## src/rtl/maze_pkg.sv

```systemverilog
// Shared maze geometry and colour palette for the maze pixel fetch datapath.
package maze_pkg;

  localparam int MAZE_W   = 224;
  localparam int MAZE_H   = 248;
  localparam int SCREEN_W = 640;
  localparam int SCREEN_H = 480;
  localparam int ADDR_W   = 19;

  typedef logic [23:0] palette_t [32];

  localparam palette_t PALETTE = '{
    0:       24'h000000,
    1:       24'h2121DE,
    2:       24'hFFB8AE,
    3:       24'hFFB8AE,
    4:       24'hFFB8FF,
    default: 24'h000000
  };

endpackage

```

## src/rtl/maze_palette.sv

```systemverilog
// Combinational tile-index to RGB lookup; the caller registers the result.
module maze_palette
  import maze_pkg::*;
(
  input  logic [4:0]  idx,
  output logic [23:0] rgb
);

  assign rgb = PALETTE[idx];

endmodule

```

## src/rtl/maze_pixel_fetch.sv

```systemverilog
// Maps the VGA scan position onto the maze frame RAM and turns the returned
// tile index into a colour, keeping syncs aligned through a 3-register pipe.
module maze_pixel_fetch
  import maze_pkg::*;
#(
  parameter int MAZE_X0 = 208,
  parameter int MAZE_Y0 = 116
) (
  input  logic              Clk,
  input  logic              Reset_n,
  input  logic [9:0]        DrawX,
  input  logic [9:0]        DrawY,
  input  logic              hs_in,
  input  logic              vs_in,
  input  logic              blank_n_in,
  output logic [ADDR_W-1:0] read_address,
  input  logic [4:0]        maze_data,
  output logic [7:0]        VGA_R,
  output logic [7:0]        VGA_G,
  output logic [7:0]        VGA_B,
  output logic              VGA_HS,
  output logic              VGA_VS,
  output logic              VGA_BLANK_N,
  output logic              frame_tick
);

  localparam logic [10:0] X_LO = 11'(MAZE_X0);
  localparam logic [10:0] X_HI = 11'(MAZE_X0 + MAZE_W);
  localparam logic [10:0] Y_LO = 11'(MAZE_Y0);
  localparam logic [10:0] Y_HI = 11'(MAZE_Y0 + MAZE_H);

  // y*224 as shifts so no multiplier is inferred
  function automatic logic [ADDR_W-1:0] row_base(input logic [7:0] y);
    logic [ADDR_W-1:0] ye;
    ye = {{(ADDR_W-8){1'b0}}, y};
    return (ye << 7) + (ye << 6) + (ye << 5);
  endfunction

  logic [10:0]       x_ext, y_ext;
  logic [7:0]        x_off, y_off;
  logic              in_region;
  logic [ADDR_W-1:0] addr_nxt;
  logic              frame_match;
  logic              match_prev;
  logic [23:0]       pal_rgb;

  logic              vld_p0, hs_p0, vs_p0, blank_p0;
  logic              vld_p1, hs_p1, vs_p1, blank_p1;
  logic [23:0]       rgb_p2;
  logic              hs_p2, vs_p2, blank_p2;

  assign x_ext = {1'b0, DrawX};
  assign y_ext = {1'b0, DrawY};

  // The range compare guards the subtraction, so offsets never wrap when used
  assign in_region = (x_ext >= X_LO) && (x_ext < X_HI) &&
                     (y_ext >= Y_LO) && (y_ext < Y_HI) &&
                     (DrawX < 10'(SCREEN_W)) && (DrawY < 10'(SCREEN_H));

  assign x_off       = 8'(x_ext - X_LO);
  assign y_off       = 8'(y_ext - Y_LO);
  assign addr_nxt    = row_base(y_off) + {{(ADDR_W-8){1'b0}}, x_off};
  assign frame_match = (DrawX == 10'd0) && (DrawY == 10'd0);

  maze_palette u_palette (
    .idx (maze_data),
    .rgb (pal_rgb)
  );

  always_ff @(posedge Clk or negedge Reset_n) begin
    if (!Reset_n) begin
      read_address <= '0;
      vld_p0       <= 1'b0;
      hs_p0        <= 1'b1;
      vs_p0        <= 1'b1;
      blank_p0     <= 1'b0;
      vld_p1       <= 1'b0;
      hs_p1        <= 1'b1;
      vs_p1        <= 1'b1;
      blank_p1     <= 1'b0;
      rgb_p2       <= '0;
      hs_p2        <= 1'b1;
      vs_p2        <= 1'b1;
      blank_p2     <= 1'b0;
      match_prev   <= 1'b0;
      frame_tick   <= 1'b0;
    end else begin
      // stage 1: RAM address, region flag, syncs
      read_address <= (in_region && blank_n_in) ? addr_nxt : '0;
      vld_p0       <= in_region;
      hs_p0        <= hs_in;
      vs_p0        <= vs_in;
      blank_p0     <= blank_n_in;
      // stage 2: RAM registers its output; flags follow
      vld_p1       <= vld_p0;
      hs_p1        <= hs_p0;
      vs_p1        <= vs_p0;
      blank_p1     <= blank_p0;
      // stage 3: colour and syncs presented together
      rgb_p2       <= (vld_p1 && blank_p1) ? pal_rgb : 24'h000000;
      hs_p2        <= hs_p1;
      vs_p2        <= vs_p1;
      blank_p2     <= blank_p1;
      match_prev   <= frame_match;
      frame_tick   <= frame_match && !match_prev;
    end
  end

  assign {VGA_R, VGA_G, VGA_B} = rgb_p2;
  assign VGA_HS      = hs_p2;
  assign VGA_VS      = vs_p2;
  assign VGA_BLANK_N = blank_p2;

endmodule

```

## config.mk

```make
export PLATFORM = sky130hd
export DESIGN_NAME = maze_pixel_fetch
export DESIGN_NICKNAME = d
export VERILOG_FILES = /design/src/rtl/maze_pkg.sv /design/src/rtl/maze_palette.sv /design/src/rtl/maze_pixel_fetch.sv
export SDC_FILE = /design/constraint.sdc
export NUM_CORES = 1
export LEC_CHECK = 0
export ABC_AREA = 1
export BUFFER_PORTS_ARGS = -buffer_cell sky130_fd_sc_hd__buf_2
export CAP_MARGIN = 20
export CORE_UTILIZATION = 29
export DETAILED_ROUTE_END_ITERATION = 7
export PLACE_DENSITY = 0.46
export SYNTH_ARGS = -nofsm -noshare
export SYNTH_HDL_FRONTEND = slang
export SYNTH_HIERARCHICAL = 1
export SYNTH_SLANG_ARGS = --single-unit
```

## constraint.sdc

```tcl
create_clock -name Clk -period 1.34 [get_ports Clk]
set_input_delay 0.134 -clock Clk [delete_from_list [all_inputs] [get_ports Clk]]
set_output_delay 0.134 -clock Clk [all_outputs]
set_load 0.005 [all_outputs]
```

### Yosys cells after proc, flatten, opt, wreduce, memory -nomap -nowiden

Memory sizes are Yosys's and may differ from the RTL's.
Index checks and enable logic that the tools add are counted.

| cells by class | value |
|---|---|
| add/sub/neg operators | 5 |
| magnitude comparators | 7 |
| multiplexer cells | 4 |
| bitwise operators | 1 |
| reductions and logical operators | 12 |

Operators by type and width:

| kind | count |
|---|---|
| 24-bit two-way mux | 3 |
| 10-bit by 9-bit < comparator with 1-bit output, second input constant | 3 |
| 10-bit zero test | 2 |
| 17-bit by 8-bit adder with 18-bit output | 1 |
| 18-bit two-way mux | 1 |
| 16-bit by 13-bit adder with 17-bit output | 1 |
| 15-bit by 14-bit adder with 16-bit output | 1 |
| 10-bit by 7-bit greater-or-equal comparator with 1-bit output, second input constant | 1 |
| 10-bit by 8-bit greater-or-equal comparator with 1-bit output, second input constant | 1 |
| 10-bit < comparator, second input constant | 1 |
| 1-bit logical AND | 9 |
| 8-bit by 7-bit subtractor with 8-bit output, second input constant | 1 |
| 8-bit subtractor, second input constant | 1 |
| 6-bit greater-or-equal comparator, second input constant | 1 |
| 5-bit inverter with 6-bit output | 1 |
| 1-bit zero test | 1 |

| word-level totals | value |
|---|---|
| register bits after elaboration | 55 |
| ROM bits | 768 |
| input bits | 30 |
| output and inout bits | 47 |
| logic and storage cells | 45 |
| memories | 1 |

Memory list:

| memory | words | bits a word | rd ports | clocked after Yosys merged registers in | wr ports | line | text |
|---|---|---|---|---|---|---|---|
| (name not given) | 32 | 24 | 1 | 0 | 0 | maze_palette.sv:9 | `assign rgb = PALETTE[idx];` |

### Longest topological paths before layout

Gate-level depths: netlist of run 1.

| logic depth | value |
|---|---|
| depth in word-level cells | 8 |
| gate-level depth with buffers | 18 |
| gate-level depth less buffers | 18 |

### Hierarchy

Netlist of run 1, hierarchy kept.

Modules (own cells, without submodules):

| module | instances | cells an instance | area each (um2) | seq. area each (um2) |
|---|---|---|---|---|
| maze_pixel_fetch | 1 | 314 | 2882.8 | 1358.8 |
| maze_palette | 1 | 33 | 202.7 | 0.0 |

### Worst setup path before layout of run 1

OpenSTA, ideal clock, no wires.

| timing | value |
|---|---|
| path type | input to register |
| start | input port DrawX[6] |
| end | register read_address[13] |
| library setup time | 0.119 ns |
| data arrival time | 2.654 ns |
| data required time | 1.221 ns |
| slack | -1.433 ns |
| cell stages on the path | 13 |
| buffers on the path | 1 |
| cells stage by stage | buf_2 > o21ai_0 > xor2_1 > fa_1 > fa_1 > inv_1 > ha_1 > fa_1 > nand3_1 > nand2_1 > a21oi_1 > xor2_1 > nor2_1 |

| between the ends | value |
|---|---|
| longest elaborated chain between the ends | 8 |
| elaborated cells between the ends (all ways) | 12 |
| classes of those cells | add/sub: 2; order compare: 3; mux: 1; reduce/logical: 6 |

RTL lines:

| item | line | text |
|---|---|---|
| from (decl) | maze_pixel_fetch.sv:11 | `input logic [9:0] DrawX,` |
| parallel branches: the longest is 7 deep, another holds 17-bit by 8-bit adder with 18-bit output | -- |  |
| 18-bit two-way mux * | maze_pixel_fetch.sv:89 | `read_address <= (in_region && blank_n_in) ? addr_nxt : '0;` |
| to (signal assigned) | maze_pixel_fetch.sv:89 |  |
| to (decl) | maze_pixel_fetch.sv:16 | `output logic [ADDR_W-1:0] read_address,` |

Mark *: on every way between the ends.

### Worst setup path in the final report of run 1

| timing | value |
|---|---|
| start | input port DrawX[5] |
| end | register read_address[13] |

Same word-level chain as after synthesis.

==> summary.txt, run 1 <==
Flow run
  • Maximum Capacitance Violations: 0

Global route
  • Total GRT Usage: 12.1%
  • Grt ovf: 0
  • Vias in the first global route: 2,347
  • Largest net degree at the start of global routing: 25
  • First-pass GRT wire length: 10,600 um
  • Antenna violations before repair: 0

Pwr
  • P_leak: 2.44 nW
  • Clk network pwr share: 26.2%
  • Switching share of power: 29.8%
  • Reg power frac: 33.7%
  • Pint: 3.50 mW
  • Psw: 1.49 mW
  • Power Total: 4.99 mW
  • Peak VDD IR: 0.534 mV
  • Pwr Density: 1090 mW/mm^2
  • Combinational Power Share: 40.2%

Synth
  • Register area share after synthesis: 44.0%
  • Post-synth EDFFs: 0
  • Syn Inst Count: 347
  • Mean area per synthesized cell: 8.89 sq um
  • Yosys warns: 6
  • Synth unique cells: 30
  • Main area contributors after synthesis: dfrtp_1 (39%), ha_1 (12%), inv_1 (8.3%), nor2_1 (7.4%), dfstp_2 (5.1%)
  • Mapped Area: 0.00309 sq mm
  • Seq cells post-synth: 54
  • Post-synthesis async set-or-reset flop share: 100%
  • Post-synth top flop: dfrtp_1
  • Largest area contributor in the netlist: dfrtp_1
  • Yosys top cell area share: 38.9%

Run status
  • Failing checks: negative setup slack
  • Status: finished, violations left

Placed design
  • Inst Count DP: 588
  • Number of buffers added on ports: 74
  • Post-detail-place hpwl: 4870 um
  • DP Area: 0.00401 sq mm
  • RePlAce Congestion: 0.748
  • Pre-CTS WS: -1530 ps

Drt
  • TritonRoute pass-1 iters: 4
  • Routed length per instance: 10.5 um
  • Vias/cell: 3.95
  • DRT iter0 DRCs: 73
  • Final WL: 6410 um
  • Drc violations: 0
  • Via count: 2,411
  • Post-route ant nets: 0

STA
  • Tcrit/Tclk final: 176%
  • Fin crit period: 2360 ps
  • Max Slew Vio Count: 0
  • Worst hold slack: 40.2 ps
  • # setup viols final: 11
  • Worst Slack Setup Final: -1020 ps
  • RSZ-0062 raised after global routing: yes
  • Final Hold Viols: 0
  • Setup_tns: -8200 ps
  • Peak Freq: 424 MHz
  • Clock Skews: 6.15 ps

Finish
  • Antenna diodes: 0
  • Core Util, Final: 44.4%
  • Layout cells sized above 1: 47.7%
  • Final net count: 538
  • Design Area, Final: 0.00458 sq mm
  • Final instance count without filler cells: 610
  • Fillers: 1,002
  • Area grow syn2layout: 48.5%

Critical path
  • Startpoint types: input pin
  • Arr. time, crit path: 2560 ps
  • CP Capture Type: flop
  • CP peak stage delay: 510 ps
  • CP Data Required Time: 1540 ps
  • Worst-path cell chain: buf_8 > o21ai_2 > xor2_1 > fa_1 > fa_1 > inv_2 > ha_4 > fa_2 > nand3_2 > nand2_4 > a21oi_2 > xor2_1 > nor2_1
  • Max FO, Critical Path: 3
  • Class of the most critical setup path: input pin to flop
  • Critical path's slowest cell: fa_1

Clocking
  • TritonCTS Buffers: 5
  • Clock sinks: 54
  • Worst skew pair latency: 300 ps
  • Clock Tree Buf Depth: 2
  • CTS tree: done
  • H-tree Lvls: 2
  • Root Buffer: clkbuf_8
  • Worst-path clk slew: 90 ps

Floorplanning
  • # rows: 37
  • Die height: 105 um
  • Ports: 77
  • Core box area: 0.0103 sq mm
  • DIE AREA: 0.0111 sq mm
  • Die Span X: 105 um
  • Initial Util: 29.9%

Hold path
  • Worst Hold Class: input pin to flop
==> metal layers <==
layer,up-vias,global-route usage [%],part of all wire [%]
met5,-,0,0
met2,58,21.5,51
li1,1256,-,-
met1,1088,14.8,44
met3,9,2.18,4.4
met4,0,3.62,1.6
==> critical path, delay by kind of cell <==
family	cells	cell delay [ps]
AND/OR/NAND/NOR	3	210
AO/OA/AOI/OAI	2	260
adder cells (fa/ha/maj)	4	1460
buffers and inverters	2	150
XOR/XNOR	2	360
==> synthesized netlist by cell type (2+ instances only) <==
cell type	count
xor2_1	8
o21ai_0	5
nor3_1	2
conb_1	2
inv_1	68
ha_1	29
xnor2_1	6
o21ai_1	2
nor2_2	11
dfstp_2	6
nand2_1	38
nand4_1	2
clkbuf_1	2
fa_1	6
o21bai_1	3
buf_4	21
buf_2	2
dfrtp_1	48
nor2_1	61
nand3_1	10
a21oi_1	6
==> state kept, by name, summed over array words and instances, names as in the netlist <==
name          count
match_prev        1
vs_p0             1
read_address     17
frame_tick        1
hs_p1             1
rgb_p2           24
VGA_BLANK_N       1
vld_p0            1
VGA_VS            1
vld_p1            1
blank_p0          1
vs_p1             1
hs_p0             1
VGA_HS            1
blank_p1          1
==> power groups by stage <==
stage          Combinational, mW  Sequential [mW]  Clock [mW]
5_1_grt                     2.22             1.68        1.42
3_5_place_dp                1.54             1.71           0
2_1_floorplan               1.01             1.71           0
3_3_place_gp                1.54             1.71           0
4_1_cts                     1.85             1.68        1.35
6_report                    2.00             1.68        1.30
==> worst paths after layout <==
check	from	to	slack (ps)	depth (start not counted)
setup / recovery	DrawX[5]	read_address[13]	-1020	13
hold / removal	DrawX[0]	read_address[0]	40	3
setup reg to reg	blank_p1	rgb_p2[16]	460	3
hold reg to reg	blank_p0	blank_p1	360	0
max in group asynchronous	Reset_n	vs_p1	550	3
min in group asynchronous	Reset_n	rgb_p2[4]	280	2
==> cell families after synthesis <==
logic type / count (synthesis) / share of synthesized area (%)
and+or+nand+nor: 130 / 18.4
buffers and inverters: 94 / 14.3
DFF: 54 / 44.0
adders and majority gates: 35 / 15.7
AOI/OAI and AO/OA: 18 / 3.37
xor gates and xnor gates: 14 / 3.97
other: 2 / 0.243
==> cell type report <==
type,instances,area (sq um),share of cell area [%]
clock buffer,6,82.6,1.80
clock inverter,2,60.1,1.31
inverter,68,264,5.76
multi-input combinational,202,1640,35.7
sequential,54,1360,29.6
tap,136,170,3.71
timing repair buffer,142,1010,22.1
==> timing repair <==
item	4_1_cts	5_1_grt
cloned	0	1
endpoints found under the setup margin	11	13
hold buffers	3	1
hold endpoints to repair	14	1
pin swaps	30	17
resized for setup	36	34
buffers inserted	6	5
==> placed cells by master, fill, tap and decap left out, drive strengths merged <==
master         n
dlygate4sd3    4
nand2         39
nor4           1
nand3b         1
clkbuf         7
dfrtp         48
a21oi          6
or3            1
buf          137
nor2          73
o21a           1
xor2           8
inv           67
a31o           1
fa             6
o21ai          7
nand4          2
nor3           2
conb           5
ha            29
xnor2          6
clkinvlp       1
o21bai         3
dfstp          6
nand3         11
bufinv         2
(Power assumes the default switching activity.)
==> inputs of run 2 (changes only) <==
--- a/config.mk
+++ b/config.mk
@@ -10,6 +10,7 @@
 export CAP_MARGIN = 20
 export CORE_UTILIZATION = 29
 export DETAILED_ROUTE_END_ITERATION = 7
+export MAX_ROUTING_LAYER = met4
 export PLACE_DENSITY = 0.46
 export SYNTH_ARGS = -nofsm -noshare
 export SYNTH_HDL_FRONTEND = slang
==> run 2 against run 1 <==
Compared with the run above: the flow still finishes with violations (negative setup slack); routed wire length decreased by 0.12%; non-clock buffer count unchanged; final area about the same; cell count unchanged; critical path type unchanged; critical endpoint unchanged; highest routed layer unchanged.
==> summary.txt, run 2 (synthesis gave the netlist of run 1 again) <==
Global route
  • Grt ovf: 0
  • Antenna violations before repair: 0
  • Largest net degree at the start of global routing: 25
  • Total GRT Usage: 12.4%
  • First-pass GRT wire length: 10,600 um
  • Vias in the first global route: 2,340

Floorplanning
  • Core box area: 0.0103 sq mm
  • DIE AREA: 0.0111 sq mm
  • Die Span X: 105 um
  • # rows: 37
  • Initial Util: 29.9%
  • Ports: 77
  • Die height: 105 um

Finish
  • Antenna diodes: 0
  • Area grow syn2layout: 48.6%
  • Final net count: 538
  • Largest regs: rgb_p2: 24 flops, read_address: 17 flops
  • Number of flip-flops in the largest register: 24
  • Most frequent cells in the layout: buf_2 (71), inv_1 (56), nor2_1 (55)
  • Biggest register: rgb_p2
  • Layout cells sized above 1: 47.9%
  • Design Area, Final: 0.00459 sq mm
  • Core Util, Final: 44.4%
  • Fillers: 1,001
  • Most common cell after layout, fill and taps aside: buf_2

STA
  • Final Hold Viols: 0
  • Worst Slack Setup Final: -1020 ps
  • Fin crit period: 2360 ps
  • Tcrit/Tclk final: 176%
  • Worst hold slack: 53.5 ps
  • # setup viols final: 13
  • Peak Freq: 423 MHz
  • Clock Skews: 6.34 ps
  • RSZ-0062 raised after global routing: yes
  • Max Slew Vio Count: 0

Pwr
  • Pwr Density: 1090 mW/mm^2
  • P_leak: 2.44 nW
  • Power Total: 4.98 mW
  • Peak VDD IR: 0.536 mV

Critical path
  • R2R setup slack: 460 ps
  • CP Capture Type: flop
  • CP endpoint: read_address[13]
  • Reg2Reg Launch Point: blank_p1
  • CP Data Required Time: 1540 ps
  • Max FO, Critical Path: 3
  • Reg2Reg Depth: 3
  • Startpoint types: input pin
  • Class of the most critical setup path: input pin to flop
  • Worst Setup SP: DrawX[5]
  • R2R Path End: rgb_p2[16]
  • Arr. time, crit path: 2560 ps

Drt
  • TritonRoute pass-1 iters: 4
  • Via count: 2,413
  • Vias/cell: 3.96
  • Routed length per instance: 10.5 um
  • Final WL: 6400 um
  • Post-route ant nets: 0
  • Drc violations: 0
  • DRT iter0 DRCs: 72

Clocking
  • CTS tree: done
  • Worst skew pair latency: 300 ps
  • H-tree Lvls: 2
  • TritonCTS Buffers: 5
  • Clock Tree Buf Depth: 2
  • Clock sinks: 54
  • Worst-path clk slew: 100 ps
  • Root Buffer: clkbuf_8

Flow run
  • Maximum Capacitance Violations: 0

Placed design
  • RePlAce Congestion: 0.758
  • Post-detail-place hpwl: 4870 um
  • DP Area: 0.00401 sq mm
  • Number of buffers added on ports: 74

Run status
  • Failing checks: negative setup slack
  • Status: finished, violations left

Hold path
  • Worst Hold Class: input pin to flop
  • Hold path depth: 3
run 2: per-stage QoR:
step	std cells	setup slack, ps	TNS (ps)
final	610	-1020	-8260
after global routing	610	-1090	-9320
after CTS	605	-1010	-7980
after detailed placement	588	-1530	-14900
after global placement	588	-1510	-14600
after floorplan	350	-1300	-10380
run 2: critical path, cell delays in order:
cell	delay [ps]
buf_8	100
o21ai_2	130
xor2_1	210
fa_1	460
fa_1	510
inv_2	50
ha_4	150
fa_2	340
nand3_2	90
nand2_4	60
a21oi_2	130
xor2_1	150
nor2_1	60
run 2: worst min path at each step:
stage	start	to	slack (ps)
4_1_cts	blank_n_in	blank_p0	2
6_report	DrawX[0]	read_address[0]	50
3_3_place_gp	Reset_n	rgb_p2[4]	80
5_1_grt	DrawX[1]	read_address[1]	40
3_5_place_dp	Reset_n	rgb_p2[0]	70
2_1_floorplan	Reset_n	VGA_BLANK_N	-160
run 2: repair_timing:
action                                 in CTS  in global routing
gates resized for setup                    36                 35
pin swaps                                  30                 17
hold buffers                                3                  1
cloned                                      0                  1
endpoints found under the hold margin      14                  1
setup buffers                               6                  5
setup endpoints to repair                  11                 15
run 2: layout make-up:
class / count / area (sq um) / share of cell area, %
clock buffer: 6 / 82.6 / 1.80
clock inverter: 2 / 60.1 / 1.31
inverter: 68 / 264 / 5.76
multi-input combinational: 202 / 1640 / 35.7
sequential: 54 / 1360 / 29.6
tap: 136 / 170 / 3.71
timing repair buffer: 142 / 1010 / 22.0
run 2: power by group:
group | internal [mW] | switching (mW)
clock | 0.796 | 0.505
sequential | 1.67 | 0.00907
combinational | 1.03 | 0.970
total | 3.50 | 1.48
run 2: routing by layer:
| layer | global-route usage [%] | share of wire (%) | vias to the layer above |
|---|---|---|---|
| met3 | 2.00 | 4.1 | 8 |
| li1 | - | - | 1257 |
| met2 | 21.4 | 51 | 58 |
| met4 | 3.62 | 1.5 | 0 |
| met5 | - | 0 | - |
| met1 | 14.9 | 44 | 1090 |
==> inputs of run 3 (changes only) <==
--- a/config.mk
+++ b/config.mk
@@ -8,10 +8,13 @@
 export ABC_AREA = 1
 export BUFFER_PORTS_ARGS = -buffer_cell sky130_fd_sc_hd__buf_2
 export CAP_MARGIN = 20
+export CELL_PAD_IN_SITES_DETAIL_PLACEMENT = 1
+export CELL_PAD_IN_SITES_GLOBAL_PLACEMENT = 1
+export CORE_MARGIN = 2
 export CORE_UTILIZATION = 29
 export DETAILED_ROUTE_END_ITERATION = 7
 export MAX_ROUTING_LAYER = met4
-export PLACE_DENSITY = 0.46
+export PLACE_DENSITY = 0.59
 export SYNTH_ARGS = -nofsm -noshare
 export SYNTH_HDL_FRONTEND = slang
 export SYNTH_HIERARCHICAL = 1
==> run 3 against run 2 <==
Compared with the run above: the run still ends with negative setup slack left; sequential share of layout area rose by 0.11 points; global-route usage rose by 0.77 points; fmax fell by 0.93%; setup slack worse by 22 ps; sequential power about the same; register-to-register slack barely moved; cell count grew 0.82%; hold slack better by 1.6 ps; first-iteration DRC count is 1.4% higher; critical path depth did not move; power fell by 5.4%; die area increased by 3.8%.
==> summary.txt, run 3 (synthesis gave the netlist of run 1 again) <==
Critical path
  • Class of the most critical setup path: input pin to flop
  • CP Data Required Time: 1550 ps
  • Max FO, Critical Path: 3
  • Arr. time, crit path: 2590 ps
  • Startpoint types: input pin
  • CP Capture Type: flop

Clocking
  • TritonCTS Buffers: 5
  • H-tree Lvls: 2
  • Root Buffer: clkbuf_8
  • Worst skew pair latency: 300 ps
  • Clock sinks: 54
  • Worst-path clk slew: 100 ps
  • Clock Tree Buf Depth: 2
  • CTS tree: done

Pwr
  • P_leak: 2.44 nW
  • Power Total: 4.71 mW
  • Peak VDD IR: 0.510 mV
  • Pwr Density: 1030 mW/mm^2

Drt
  • Via count: 2,531
  • TritonRoute pass-1 iters: 4
  • Metal-1 WL: 3010 um
  • Drc violations: 0
  • DR WL met2: 3910 um
  • Post-route ant nets: 0
  • DR top layer: met4
  • Vias/cell: 4.12
  • Detail Route met3 WL: 306 um
  • Final WL: 7310 um
  • Routed length per instance: 11.9 um
  • DRT iter0 DRCs: 73

Floorplanning
  • # rows: 37
  • Initial Util: 29.9%
  • DIE AREA: 0.0115 sq mm
  • Core box area: 0.0103 sq mm
  • Die height: 107 um
  • Die Span X: 107 um
  • Ports: 77

STA
  • Clock Skews: 8.57 ps
  • RSZ-0062 raised after global routing: yes
  • Final Hold Viols: 0
  • Worst Slack Setup Final: -1050 ps
  • # setup viols final: 10
  • Tcrit/Tclk final: 178%
  • Fin crit period: 2390 ps
  • Max Slew Vio Count: 0
  • Peak Freq: 419 MHz

Hold path
  • Worst Hold Class: input pin to flop

Finish
  • Largest regs: rgb_p2: 24 flops, read_address: 17 flops
  • Layout cells sized above 1: 48.0%
  • Final instance count without filler cells: 615
  • Antenna diodes: 0
  • Most common cell after layout, fill and taps aside: buf_2
  • Number of flip-flops in the largest register: 24
  • Area grow syn2layout: 48.1%
  • Biggest register: rgb_p2
  • Final net count: 543
  • Most frequent cells in the layout: buf_2 (71), buf_4 (59), inv_1 (57)

Global route
  • First-pass GRT wire length: 11,800 um
  • Vias in the first global route: 2,601
  • Grt ovf: 0
  • Total GRT Usage: 13.2%
  • Largest net degree at the start of global routing: 45
  • Antenna violations before repair: 0

Placed design
  • Post-detail-place hpwl: 5700 um
  • Inst Count DP: 589
  • RePlAce Congestion: 0.738
  • Number of buffers added on ports: 74

Run status
  • Failing checks: negative setup slack
  • Status: finished, violations left

Flow run
  • Maximum Capacitance Violations: 0
==> run 3: changes by cell type in the layout (fill, tap and decap cells not counted), moves of 2 or more <==
cell       previous run  this run
nand2_4               5         7
nand2_2               8         5
buf_4                52        59
buf_12                4         2
bufinv_16             2         0
==> run 3: power by group <==
part	total (mW)	switching (mW)	internal [mW]
logic	2.15	1.03	1.11
clock network	0.887	0.513	0.373
registers	1.68	0.00919	1.67
total	4.71	1.56	3.16
==> run 3: layer usage <==
layer  up-vias  track usage [%]
met5         -                -
met4         0             3.34
met3         6             1.82
met2        54             24.4
met1      1209             14.9
li1       1262                -
==> run 3: layout make-up <==
| class | count | area (sq um) |
|---|---|---|
| Clock buffer | 6 | 72.6 |
| Clock inverter | 2 | 13.8 |
| Fill cell | 1214 | 5760 |
| Inverter | 68 | 262 |
| Multi-Input combinational cell | 202 | 1660 |
| Sequential cell | 54 | 1360 |
| Tap cell | 136 | 170 |
| Timing Repair Buffer | 147 | 1030 |
==> run 3: stage by stage <==
stage | hold WS [ps] | TNS [ps] | utilization (%) | worst slack [ps] | area (sq um)
2_1_floorplan | -162 | -10380 | - | -1300 | 3220
3_3_place_gp | 26.7 | -15010 | 38.8 | -1530 | 4010
3_5_place_dp | 30.0 | -15650 | 38.8 | -1580 | 4010
4_1_cts | 32.4 | -8690 | 42.3 | -1060 | 4370
5_1_grt | 54.7 | -10040 | 44.2 | -1130 | 4570
6_report | 55.1 | -8920 | 44.2 | -1050 | 4570
==> run 3: worst max-delay path, stage by stage <==
cell and delay, ps:
buf_8 100, o21ai_4 150, xor2_2 170, fa_1 450
fa_1 510, inv_2 50, ha_4 150, fa_2 350
buf_4 150, buf_6 100, buf_6 110, xnor2_2 130
nor2_2 40
==> run 3: worst paths after layout <==
check                          from         endpoint  slack (ps)  cells after the start
max                        DrawX[5]  read_address[9]       -1050                     13
min in group asynchronous   Reset_n  read_address[5]         240                      2
max reg2reg                blank_p1        rgb_p2[4]         450                      3
min                        DrawX[2]  read_address[2]          60                      3
max in group asynchronous   Reset_n           VGA_VS         540                      3
min reg2reg                   vs_p0            vs_p1         360                      0
==> run 3: repair_timing <==
item | in CTS | in global routing
setup endpoints to repair | 11 | 14
gates cloned | 0 | 1
hold buffers | 4 | 0
resized for setup | 38 | 31
hold endpoints to repair | 13 | 0
setup buffers | 10 | 4
pin swaps | 34 | 28
